File: src/rtl/vend_pkg.sv
// Shared vending definitions: coin values, payout FSM states,
// and the denomination index type used by acceptance and payout.
package vend_pkg;

    // Coin values, shared with the coin-acceptance logic.
    localparam int AMT_W_DEF       = 7;
    localparam int COIN0_VAL       = 1;
    localparam int COIN1_VAL       = 5;
    localparam int COIN2_VAL       = 10;
    localparam int COIN3_VAL       = 20;
    localparam int ACK_TIMEOUT_DEF = 255;

    typedef logic [1:0] coin_idx_t;

    typedef enum logic [2:0] {
        ST_IDLE   = 3'd0,
        ST_SELECT = 3'd1,
        ST_REQ    = 3'd2,
        ST_GAP    = 3'd3,
        ST_DONE   = 3'd4,
        ST_FAULT  = 3'd5
    } state_e;

endpackage

File: src/rtl/change_dispenser_coin_select.sv
// Combinational priority picker: largest available coin <= remaining.
// Ports: remaining, empty[3:0] in; sel (index), none (nothing fits) out.
module coin_select
    import vend_pkg::*;
#(
    parameter int AMT_W = AMT_W_DEF,
    parameter int COIN0 = COIN0_VAL,
    parameter int COIN1 = COIN1_VAL,
    parameter int COIN2 = COIN2_VAL,
    parameter int COIN3 = COIN3_VAL
) (
    input  logic [AMT_W-1:0] remaining,
    input  logic [3:0]       empty,
    output coin_idx_t        sel,
    output logic             none
);

    always_comb begin
        sel  = 2'd0;
        none = 1'b0;
        if (!empty[3] && (AMT_W'(COIN3) <= remaining)) begin
            sel = 2'd3;
        end else if (!empty[2] && (AMT_W'(COIN2) <= remaining)) begin
            sel = 2'd2;
        end else if (!empty[1] && (AMT_W'(COIN1) <= remaining)) begin
            sel = 2'd1;
        end else if (!empty[0] && (AMT_W'(COIN0) <= remaining)) begin
            sel = 2'd0;
        end else begin
            none = 1'b1;
        end
    end

endmodule

File: src/rtl/change_dispenser.sv
// Pays out a balance as coins, largest first, one req/ack per coin.
// Ports: clk, rst (sync, active-low), start/amount, empty, coin_ack,
// clear in; coin_req/coin_sel, busy, done, fault, remaining,
// coins_paid out (all registered).
module change_dispenser
    import vend_pkg::*;
#(
    parameter int AMT_W       = AMT_W_DEF,
    parameter int COIN0       = COIN0_VAL,
    parameter int COIN1       = COIN1_VAL,
    parameter int COIN2       = COIN2_VAL,
    parameter int COIN3       = COIN3_VAL,
    parameter int ACK_TIMEOUT = ACK_TIMEOUT_DEF
) (
    input  logic             clk,
    input  logic             rst,
    input  logic             start,
    input  logic [AMT_W-1:0] amount,
    input  logic [3:0]       empty,
    input  logic             coin_ack,
    input  logic             clear,
    output logic             coin_req,
    output logic [1:0]       coin_sel,
    output logic             busy,
    output logic             done,
    output logic             fault,
    output logic [AMT_W-1:0] remaining,
    output logic [AMT_W-1:0] coins_paid
);

    localparam int TMO_W = $clog2(ACK_TIMEOUT + 1);

    state_e           state_q, state_d;
    logic             coin_req_q, coin_req_d;
    coin_idx_t        coin_sel_q, coin_sel_d;
    logic             busy_q, busy_d;
    logic             done_q, done_d;
    logic             fault_q, fault_d;
    logic [AMT_W-1:0] remaining_q, remaining_d;
    logic [AMT_W-1:0] coins_paid_q, coins_paid_d;
    logic [TMO_W-1:0] tmo_q, tmo_d;

    coin_idx_t        pick_sel;
    logic             pick_none;
    logic [AMT_W-1:0] sel_val;

    coin_select #(
        .AMT_W (AMT_W),
        .COIN0 (COIN0),
        .COIN1 (COIN1),
        .COIN2 (COIN2),
        .COIN3 (COIN3)
    ) u_pick (
        .remaining (remaining_q),
        .empty     (empty),
        .sel       (pick_sel),
        .none      (pick_none)
    );

    always_comb begin
        unique case (coin_sel_q)
            2'd0:    sel_val = AMT_W'(COIN0);
            2'd1:    sel_val = AMT_W'(COIN1);
            2'd2:    sel_val = AMT_W'(COIN2);
            default: sel_val = AMT_W'(COIN3);
        endcase
    end

    always_comb begin
        state_d      = state_q;
        coin_req_d   = coin_req_q;
        coin_sel_d   = coin_sel_q;
        busy_d       = busy_q;
        done_d       = 1'b0;
        fault_d      = fault_q;
        remaining_d  = remaining_q;
        coins_paid_d = coins_paid_q;
        tmo_d        = tmo_q;

        unique case (state_q)
            ST_IDLE: begin
                if (start) begin
                    coins_paid_d = '0;
                    busy_d       = 1'b1;
                    if (amount != '0) begin
                        remaining_d = amount;
                        state_d     = ST_SELECT;
                    end else begin
                        remaining_d = '0;
                        state_d     = ST_DONE;
                    end
                end
            end

            ST_SELECT: begin
                if (remaining_q == '0) begin
                    state_d = ST_DONE;
                end else if (pick_none) begin
                    fault_d = 1'b1;
                    busy_d  = 1'b0;
                    state_d = ST_FAULT;
                end else begin
                    coin_sel_d = pick_sel;
                    coin_req_d = 1'b1;
                    tmo_d      = '0;
                    state_d    = ST_REQ;
                end
            end

            ST_REQ: begin
                if (coin_ack) begin
                    coin_req_d  = 1'b0;
                    // Picker guaranteed sel_val <= remaining.
                    remaining_d = remaining_q - sel_val;
                    if (coins_paid_q != '1) begin
                        coins_paid_d = coins_paid_q + 1'b1;
                    end
                    state_d = ST_GAP;
                end else if (tmo_q == TMO_W'(ACK_TIMEOUT - 1)) begin
                    // Final REQ cycle: request has been up ACK_TIMEOUT cycles.
                    coin_req_d = 1'b0;
                    fault_d    = 1'b1;
                    busy_d     = 1'b0;
                    state_d    = ST_FAULT;
                end else begin
                    tmo_d = tmo_q + 1'b1;
                end
            end

            ST_GAP: begin
                state_d = ST_SELECT;
            end

            ST_DONE: begin
                done_d  = 1'b1;
                busy_d  = 1'b0;
                state_d = ST_IDLE;
            end

            ST_FAULT: begin
                if (clear) begin
                    fault_d = 1'b0;
                    state_d = ST_IDLE;
                end
            end

            default: begin
                state_d = ST_IDLE;
            end
        endcase
    end

    always_ff @(posedge clk) begin
        if (!rst) begin
            state_q      <= ST_IDLE;
            coin_req_q   <= 1'b0;
            coin_sel_q   <= 2'd0;
            busy_q       <= 1'b0;
            done_q       <= 1'b0;
            fault_q      <= 1'b0;
            remaining_q  <= '0;
            coins_paid_q <= '0;
            tmo_q        <= '0;
        end else begin
            state_q      <= state_d;
            coin_req_q   <= coin_req_d;
            coin_sel_q   <= coin_sel_d;
            busy_q       <= busy_d;
            done_q       <= done_d;
            fault_q      <= fault_d;
            remaining_q  <= remaining_d;
            coins_paid_q <= coins_paid_d;
            tmo_q        <= tmo_d;
        end
    end

    assign coin_req   = coin_req_q;
    assign coin_sel   = coin_sel_q;
    assign busy       = busy_q;
    assign done       = done_q;
    assign fault      = fault_q;
    assign remaining  = remaining_q;
    assign coins_paid = coins_paid_q;

endmodule

File: config.mk
export PLATFORM = sky130hd
export DESIGN_NAME = change_dispenser
export DESIGN_NICKNAME = d
export VERILOG_FILES = /design/src/rtl/vend_pkg.sv /design/src/rtl/change_dispenser_coin_select.sv /design/src/rtl/change_dispenser.sv
export SDC_FILE = /design/constraint.sdc
export NUM_CORES = 1
export LEC_CHECK = 0
export ABC_CLOCK_PERIOD_IN_PS = 4500
export CAP_MARGIN = 10
export CORE_ASPECT_RATIO = 1.4
export CORE_MARGIN = 2
export CORE_UTILIZATION = 34
export CTS_CLUSTER_SIZE = 16
export DETAILED_ROUTE_END_ITERATION = 10
export MAX_ROUTING_LAYER = met4
export PLACE_DENSITY = 0.54
export SLEW_MARGIN = 20
export SYNTH_ARGS = -nofsm -noshare
export SYNTH_HDL_FRONTEND = slang
export SYNTH_SLANG_ARGS = --single-unit
export TNS_END_PERCENT = 50
File: constraint.sdc
create_clock -name clk -period 4.5 [get_ports clk]
set_input_delay 0.45 -clock clk [delete_from_list [all_inputs] [get_ports clk]]
set_output_delay 0.45 -clock clk [all_outputs]
set_load 0.05 [all_outputs]
* Word-level counts from Yosys, hierarchy flattened
Index checks and enable logic that the tools add are counted.
** Cells by class
- Bitwise gates (word level) :: 2
- Reduce and logical (&&, ||, !) cells :: 24
- Order comparisons :: 4
- Muxes and demuxes :: 46
- Eq/ne operators :: 20
- Add/sub/neg operators :: 3
** Operator list (number)
- $mux 7 :: 6
- $mux 8 :: 4
- $pmux 7 s2 :: 2
- $mux 3 :: 7
- $ne 2x2->1 const B :: 10
- $mux 1 :: 19
- $pmux 8 s2 :: 1
- $pmux 3 s5 :: 1
- $pmux 5 s3 :: 1
- $reduce_and 6->1 :: 2
- $reduce_and 3->1 :: 3
- $add 8x1->8 const B :: 1
- $eq 8x8->1 const B :: 1
- $reduce_and 4->1 :: 2
- $add 7x1->7 const B :: 1
- $le 1x7->1 const A :: 1
- $le 3x7->1 const A :: 1
- $le 4x7->1 const A :: 1
- $le 5x7->1 const A :: 1
- $logic_not 7->1 :: 1
- $ne 7x7->1 const B :: 1
- $reduce_bool 7->1 :: 1
- $sub 7x7->7 :: 1
- $eq 3x2->1 const B :: 2
- 18 further kinds :: 28
** Word-level totals
- Register bits :: 31
- Output and inout bits :: 20
- Bits of input ports :: 16
- Logic and storage cells :: 108

* Longest topological paths before layout
Gate-level depths: netlist of run 1.
- Word-level depth :: 9
- Depth in mapped cells :: 10
- Gate-level depth less buffers :: 10

* By module
Synthesis of run 1 repeated with hierarchy kept, for this count alone.
** Second synthesis, totals
- Cell total of the unflattened synthesis :: 240
- Area, all modules :: 1945.6 µm²
** By module, submodules not included
- change_dispenser :: sequential area each 620.6 µm², instances 1, area each 1844.3 µm², cells each 223
- coin_select :: sequential area each 0.0 µm², instances 1, area each 101.3 µm², cells each 17

* Worst setup path before layout of run 1
Ideal clock, no wire load.
- Path kind :: flip-flop to flip-flop
- Start point :: reg remaining_q[0], in the netlist remaining[0]
- End point :: reg remaining_q[6], in the netlist remaining[6]
- Setup time :: 0.079 ns
- Path slack :: 2.415 ns
- Clock period less this slack :: 2.085 ns
- Stages on the path, launching flop included :: 10
- Arrival time :: 2.006 ns
- Required time :: 4.421 ns
- Path buffers :: 0
- Path through :: dfxtp_1 inv_1 ha_1 fa_1 nor2b_1 o21a_1 o21ai_0 nand2_1 nand4_1 o211ai_1
** Between the ends
- Word-level cells in the longest chain between the ends :: 3
** RTL lines
- start: declaration :: RTL line change_dispenser.sv:39 : logic [AMT_W-1:0] remaining_q, remaining_d;
- start signal: assignment :: RTL line change_dispenser.sv:171 : remaining_q <= remaining_d;
- $sub 7x7->7 :: RTL line change_dispenser.sv:114 : remaining_d = remaining_q - sel_val;
- $mux 7 :: RTL line change_dispenser.sv:111 : if (coin_ack) begin
- $pmux 7 s2 :: RTL line change_dispenser.sv:80 : unique case (state_q)
Every way passes these cells. The select of a mux whose other input is x is not followed.
A chain may end at the register's enable or synchronous reset.

* Final worst setup path of run 1
- Start point :: in coin_ack
- End point :: reg remaining_q[6], in the netlist remaining[6]
** Between the ends
- Word-level cells in the longest chain between the ends :: 2
** RTL lines
- start: declaration :: RTL line change_dispenser.sv:20 : input logic coin_ack,
- $ne 2x2->1 (no line)
- $reduce_and 3->1 (no line)
Every way passes these cells.

==> results of run 1 <==
flip-flops by register name, summed over array words and instances, names as in the netlist:
register / cells
busy: 1
coin_req: 1
coin_sel: 2
coins_paid: 7
done: 1
fault: 1
remaining: 7
state_q: 3
tmo_q: 8
power by group:
group	switching, mW	internal, mW	total [mW]
clock network	0.105	0.120	0.225
logic	0.576	0.355	0.932
registers	0.108	0.336	0.444
kinds of logic (layout without fill, tap and decap cells):
family / Yosys count / after routing / synth area share
AO/OA/AOI/OAI: 72 / 72 / 0.257
flip-flops: 31 / 31 / 0.302
adder cells (fa/ha/maj): 9 / 9 / 0.0584
XOR/XNOR: 4 / 4 / 0.0170
multiplexers: 2 / 2 / 0.00973
buffers and inverters: 23 / 54 / 0.0724
AND/OR/NAND/NOR: 108 / 108 / 0.284
cell type report:
cell class,count,area share
clock buffers,6,0.0333
repair buffers,36,0.144
multi-input cells,195,0.519
inverters,11,0.0166
well taps,70,0.0353
clock inverters,1,0.00202
flip-flops and latches,31,0.250
cell usage in the layout (no fill, tap or decap), types with 3 or more instances in the layout:
| cell type | n |
|---|---|
| a21boi_1 | 3 |
| a21oi_1 | 9 |
| a31oi_1 | 4 |
| a31oi_2 | 4 |
| a41oi_1 | 3 |
| clkbuf_8 | 6 |
| clkdlybuf4s50_1 | 35 |
| dfxtp_1 | 31 |
| ha_1 | 8 |
| inv_1 | 11 |
| nand2_1 | 29 |
| nand2b_1 | 3 |
| nand3_1 | 9 |
| nand4_1 | 4 |
| nor2_1 | 24 |
| nor2b_1 | 5 |
| nor3_1 | 6 |
| nor3b_1 | 5 |
| nor4_1 | 3 |
| o211a_1 | 4 |
| o211ai_1 | 3 |
| o21ai_0 | 17 |
| o21ai_1 | 7 |
| xor2_1 | 3 |
routing by layer:
layer | track usage | up-vias | part of all wire
li1 | - | 960 | -
met1 | 0.177 | 872 | 0.42
met2 | 0.307 | 44 | 0.51
met3 | 0.0335 | 8 | 0.044
met4 | 0.0673 | 0 | 0.021
met5 | - | - | 0
worst min-delay path, cell delays in order, from the launching register on:
cell,delay (ns)
dfxtp_1,0.31
o21ai_1,0.07
a21boi_1,0.06
metrics by stage:
stage          power, mW  hold slack [ns]  setup WS, ns
6_report            1.60            0.479          2.25
5_1_grt             1.74            0.527          2.06
4_1_cts             1.62            0.481          2.29
3_5_place_dp        1.39            0.472          1.99
3_3_place_gp        1.39            0.472          2.03
2_1_floorplan       1.17            0.456          2.42
path summary, 6_finish.rpt:
kind	from	depth (start not counted)	endpoint	slack, ns
worst max-delay path	coin_ack	6	remaining[6]$_SDFFE_PN0P_	2.25
worst min-delay path	coin_req$_SDFFE_PN0P_	2	coin_req$_SDFFE_PN0P_	0.48
worst max register to register	coin_sel[1]$_SDFFE_PN0P_	8	remaining[5]$_SDFFE_PN0P_	2.40
worst min register to register	coin_req$_SDFFE_PN0P_	2	coin_req$_SDFFE_PN0P_	0.48
==> impl_metrics.yaml, run 1 <==
logic_synthesis:
  synth_warnings: 0
  ys_seq_area_frac: 0.302
  ys_ff_latch: 31
  synth.area.top_cells: "dfxtp_1 (30%), nand2_1 (5.3%), ha_1 (4.9%)"
  ys.flop_type: "dfxtp_1"
  avgSynthCellArea_um2: 8.26
  synth-edff-count: 0
  syn_nets: 274
  synthTopCellsByCount: "dfxtp_1 (31), nand2_1 (29), nor2_1 (24)"
  synth_top_area_cell: "dfxtp_1"
  netlist_instances: 249
  synth.top_cell.area_share: 0.302
  netlist_area_um2: 2060
  yosysUniqueCellTypes: 59
  synth_most_common_cell: "dfxtp_1"
  synthArstFlopShare: 0
job:
  max_cap_viol_count: 0
timing:
  tightest_slew_ns: 0.876
  slew_headroom: 0.415
  post-route-period-util: 0.500
  max_freq_mhz: 444
  finalSetupViolCount: 0
  slew_viol_final: 0
  period_needed_ns: 2.25
  skew_ns: 0.00747
  rsz0062_at_grt: "no"
  fin_setup_tns_ns: 0
  hold_violations: 0
placed_design:
  dp_cells: 343
  placed_cell_area_um2: 2390
  hpwl_um: 3680
  gp_congestion: 0.796
  port_buffers: 35
clock_tree:
  ctsHoldBuffers: 0
  clock_path_buffers: 2
  clockRootBuffer: "clkbuf_8"
  clk_latency_ns: 0.29
  clk_pin_slew_ns: 0.06
  cts_tree: "done"
  cts.sinks: 31
  ctsResizeCount: 0
  cts_buffers: 5
  cts_setup_buffers: 0
  htree_levels: 2
global_routing:
  grt_pass1_wl_um: 8530
  grt.total_usage: 0.167
  antenna_found_initial: 0
  grt_overflow: 0
  grt_pass1_vias: 1797
  grt_max_degree: 35
route:
  drt-wirelength-per-cell_um: 14.2
  ant_nets: 0
  drt_first_pass_iters: 4
  avgViaCountPerCell: 5.38
  drc: 0
  vias: 1884
  drtIter0Drc: 34
  totalWireLength_um: 4960
finish:
  final_core_util: 0.423
  layout-drive-gt1-share: 0.104
  diodes: 0
  area_growth_pct: 20.7
  n_fill_cell: 628
  final_nets: 305
  multi_input_area_um2: 1290
  final_cells: 350
  ff_latch_area_um2: 621
  final_cell_area_um2: 2480
worst_setup_path:
  end_kind: "register"
  required_ns: 4.66
  critPathMaxStageDelay_ns: 0.74
  path_buf_inv: 1
  cp_slowest_cell: "a211oi_2"
  crit_path_max_fanout: 15
  critPathKind: "in2reg"
  start_kind: "input pin"
  arrival_ns: 2.41
  crit_chain: "clkdlybuf4s50_1 -> nand2_1 -> a211oi_2 -> nor2_1 -> a41oi_1 -> o211ai_1"
  crit_family: "compound AO/OA/AOI/OAI gates"
floorplan:
  pin_count: 36
  die-area_um2: 6700
  rows: 33
  fp.dieH_um: 96.0
  start_util: 0.351
  die_w_um: 69.7
  coreArea_um2: 5860
status:
  status: "completed"
pwr:
  power.density_nw_per_um2: 645
  irDropWorstVdd_mv: 0.321
  leakage_nw: 0.893
min_path:
  holdCritPathClass: "reg2reg"
(Power assumes the default switching activity.)
==> run 2: changes to the inputs <==
ABC_CLOCK_PERIOD_IN_PS = 2300   (was 4500)
clock period = 2.3 ns   (was 4.5 ns; I/O delays follow)
==> run 2 against run 1 <==
Against the previous run:
- die area unchanged
- final cell count increased by 2.0%
- clock power increased by 110%
- clock-buffer cell count grew 2
- routed wire length up 2.8%
==> impl_metrics.yaml, run 2 (synthesis results as in run 1) <==
status:
  status: "completed"
floorplan:
  fp.dieH_um: 96.0
  die-area_um2: 6700
  pin_count: 36
  coreArea_um2: 5860
  start_util: 0.351
  die_w_um: 69.7
  rows: 33
placed_design:
  dp_cells: 349
  port_buffers: 35
  hpwl_um: 3750
  gp_congestion: 0.744
  placed_cell_area_um2: 2450
timing:
  finalSetupViolCount: 0
  slew_headroom: 0.662
  fin_setup_tns_ns: 0
  period_needed_ns: 2.02
  slew_viol_final: 0
  post-route-period-util: 0.878
  max_freq_mhz: 495
  hold_violations: 0
  tightest_slew_ns: 0.506
  fin_hold_ws_ns: 0.479
  skew_ns: 0.00161
  rsz0062_at_grt: "no"
clock_tree:
  cts_setup_buffers: 0
  clk_pin_slew_ns: 0.06
  ctsHoldBuffers: 0
  cts.sinks: 31
  cts_tree: "done"
  clk_latency_ns: 0.29
  htree_levels: 2
  cts_buffers: 5
  ctsResizeCount: 0
  clockRootBuffer: "clkbuf_8"
  clock_path_buffers: 2
route:
  drc: 0
  drt_first_pass_iters: 4
  vias: 1902
  ant_nets: 0
  drt-wirelength-per-cell_um: 14.3
  avgViaCountPerCell: 5.33
  totalWireLength_um: 5100
  drtIter0Drc: 77
worst_setup_path:
  critPathKind: "reg2reg"
  crit_family: "compound AO/OA/AOI/OAI gates"
  r2r_cells: 8
  start_kind: "register"
  cp_slowest_cell: "dfxtp_1"
  end_kind: "register"
  crit_chain: "nand2_1 -> ha_1 -> nor2b_1 -> o21ai_0 -> a21o_1 -> nor3b_1 -> o31a_1 -> o22ai_1"
  r2r_slack_ns: 0.28
  path_buf_inv: 0
  crit_cells: 8
  critPathMaxStageDelay_ns: 0.43
  required_ns: 2.48
  crit_path_max_fanout: 5
  arrival_ns: 2.20
finish:
  final_cells: 357
  final_cell_area_um2: 2550
  n_fill_cell: 637
  layout-drive-gt1-share: 0.122
  final_common_cell: "clkdlybuf4s50_1"
  max_flop_register: "tmo_q"
  final_nets: 311
  diodes: 0
  area_growth_pct: 24.1
  largest_reg_flops: 8
  final_cell_mix: "clkdlybuf4s50_1 (35), dfxtp_1 (31), nand2_1 (29)"
global_routing:
  grt_pass1_vias: 1851
  grt_max_degree: 27
  grt.total_usage: 0.169
  antenna_found_initial: 0
  grt_overflow: 0
  grt_pass1_wl_um: 8650
job:
  max_cap_viol_count: 0
pwr:
  irDropWorstVdd_mv: 0.635
  power.density_nw_per_um2: 1270
  leakage_nw: 0.932
min_path:
  min_path_cells: 2
  holdCritPathClass: "reg2reg"
run 2: layout make-up:
| type | count | area [um2] | area share |
|---|---|---|---|
| Timing Repair Buffer | 42 | 415 | 0.163 |
| Clock buffer | 8 | 100 | 0.0392 |
| Tap cell | 70 | 87.6 | 0.0343 |
| Sequential cell | 31 | 621 | 0.243 |
| Multi-Input combinational cell | 195 | 1290 | 0.504 |
| Inverter | 11 | 41.3 | 0.0162 |
run 2: per-layer routing:
layer / wire length, um / GRT usage
met5: 0 / -
met4: 90 / 0.0673
met3: 174 / 0.0325
met2: 2670 / 0.319
met1: 2170 / 0.174
run 2: power breakdown:
| part | internal [mW] | total (mW) | switching [mW] | leakage, nW |
|---|---|---|---|---|
| logic | 0.750 | 1.90 | 1.15 | 0.628 |
| clock network | 0.273 | 0.481 | 0.208 | 0.0515 |
| registers | 0.658 | 0.872 | 0.213 | 0.252 |
| total | 1.68 | 3.25 | 1.57 | 0.932 |
run 2: per-stage QoR:
step	worst slack (ns)	power [mW]	util
after floorplan	0.215	2.29	-
after global placement	0.361	2.78	0.418
after detailed placement	0.314	2.78	0.418
after CTS	0.299	3.28	0.435
after global routing	0.136	3.51	0.435
final	0.281	3.25	0.435
run 2: final timing paths:
check	startpoint	endpoint
hold / removal	coin_req$_SDFFE_PN0P_	coin_req$_SDFFE_PN0P_
hold reg to reg	coin_req$_SDFFE_PN0P_	coin_req$_SDFFE_PN0P_
setup / recovery	coin_sel[1]$_SDFFE_PN0P_	remaining[5]$_SDFFE_PN0P_
setup reg to reg	coin_sel[1]$_SDFFE_PN0P_	remaining[5]$_SDFFE_PN0P_
run 2: worst min-delay path: stages, from the launching register on:
cell      delay, ns
dfxtp_1        0.31
o21ai_1        0.06
a21boi_1       0.06
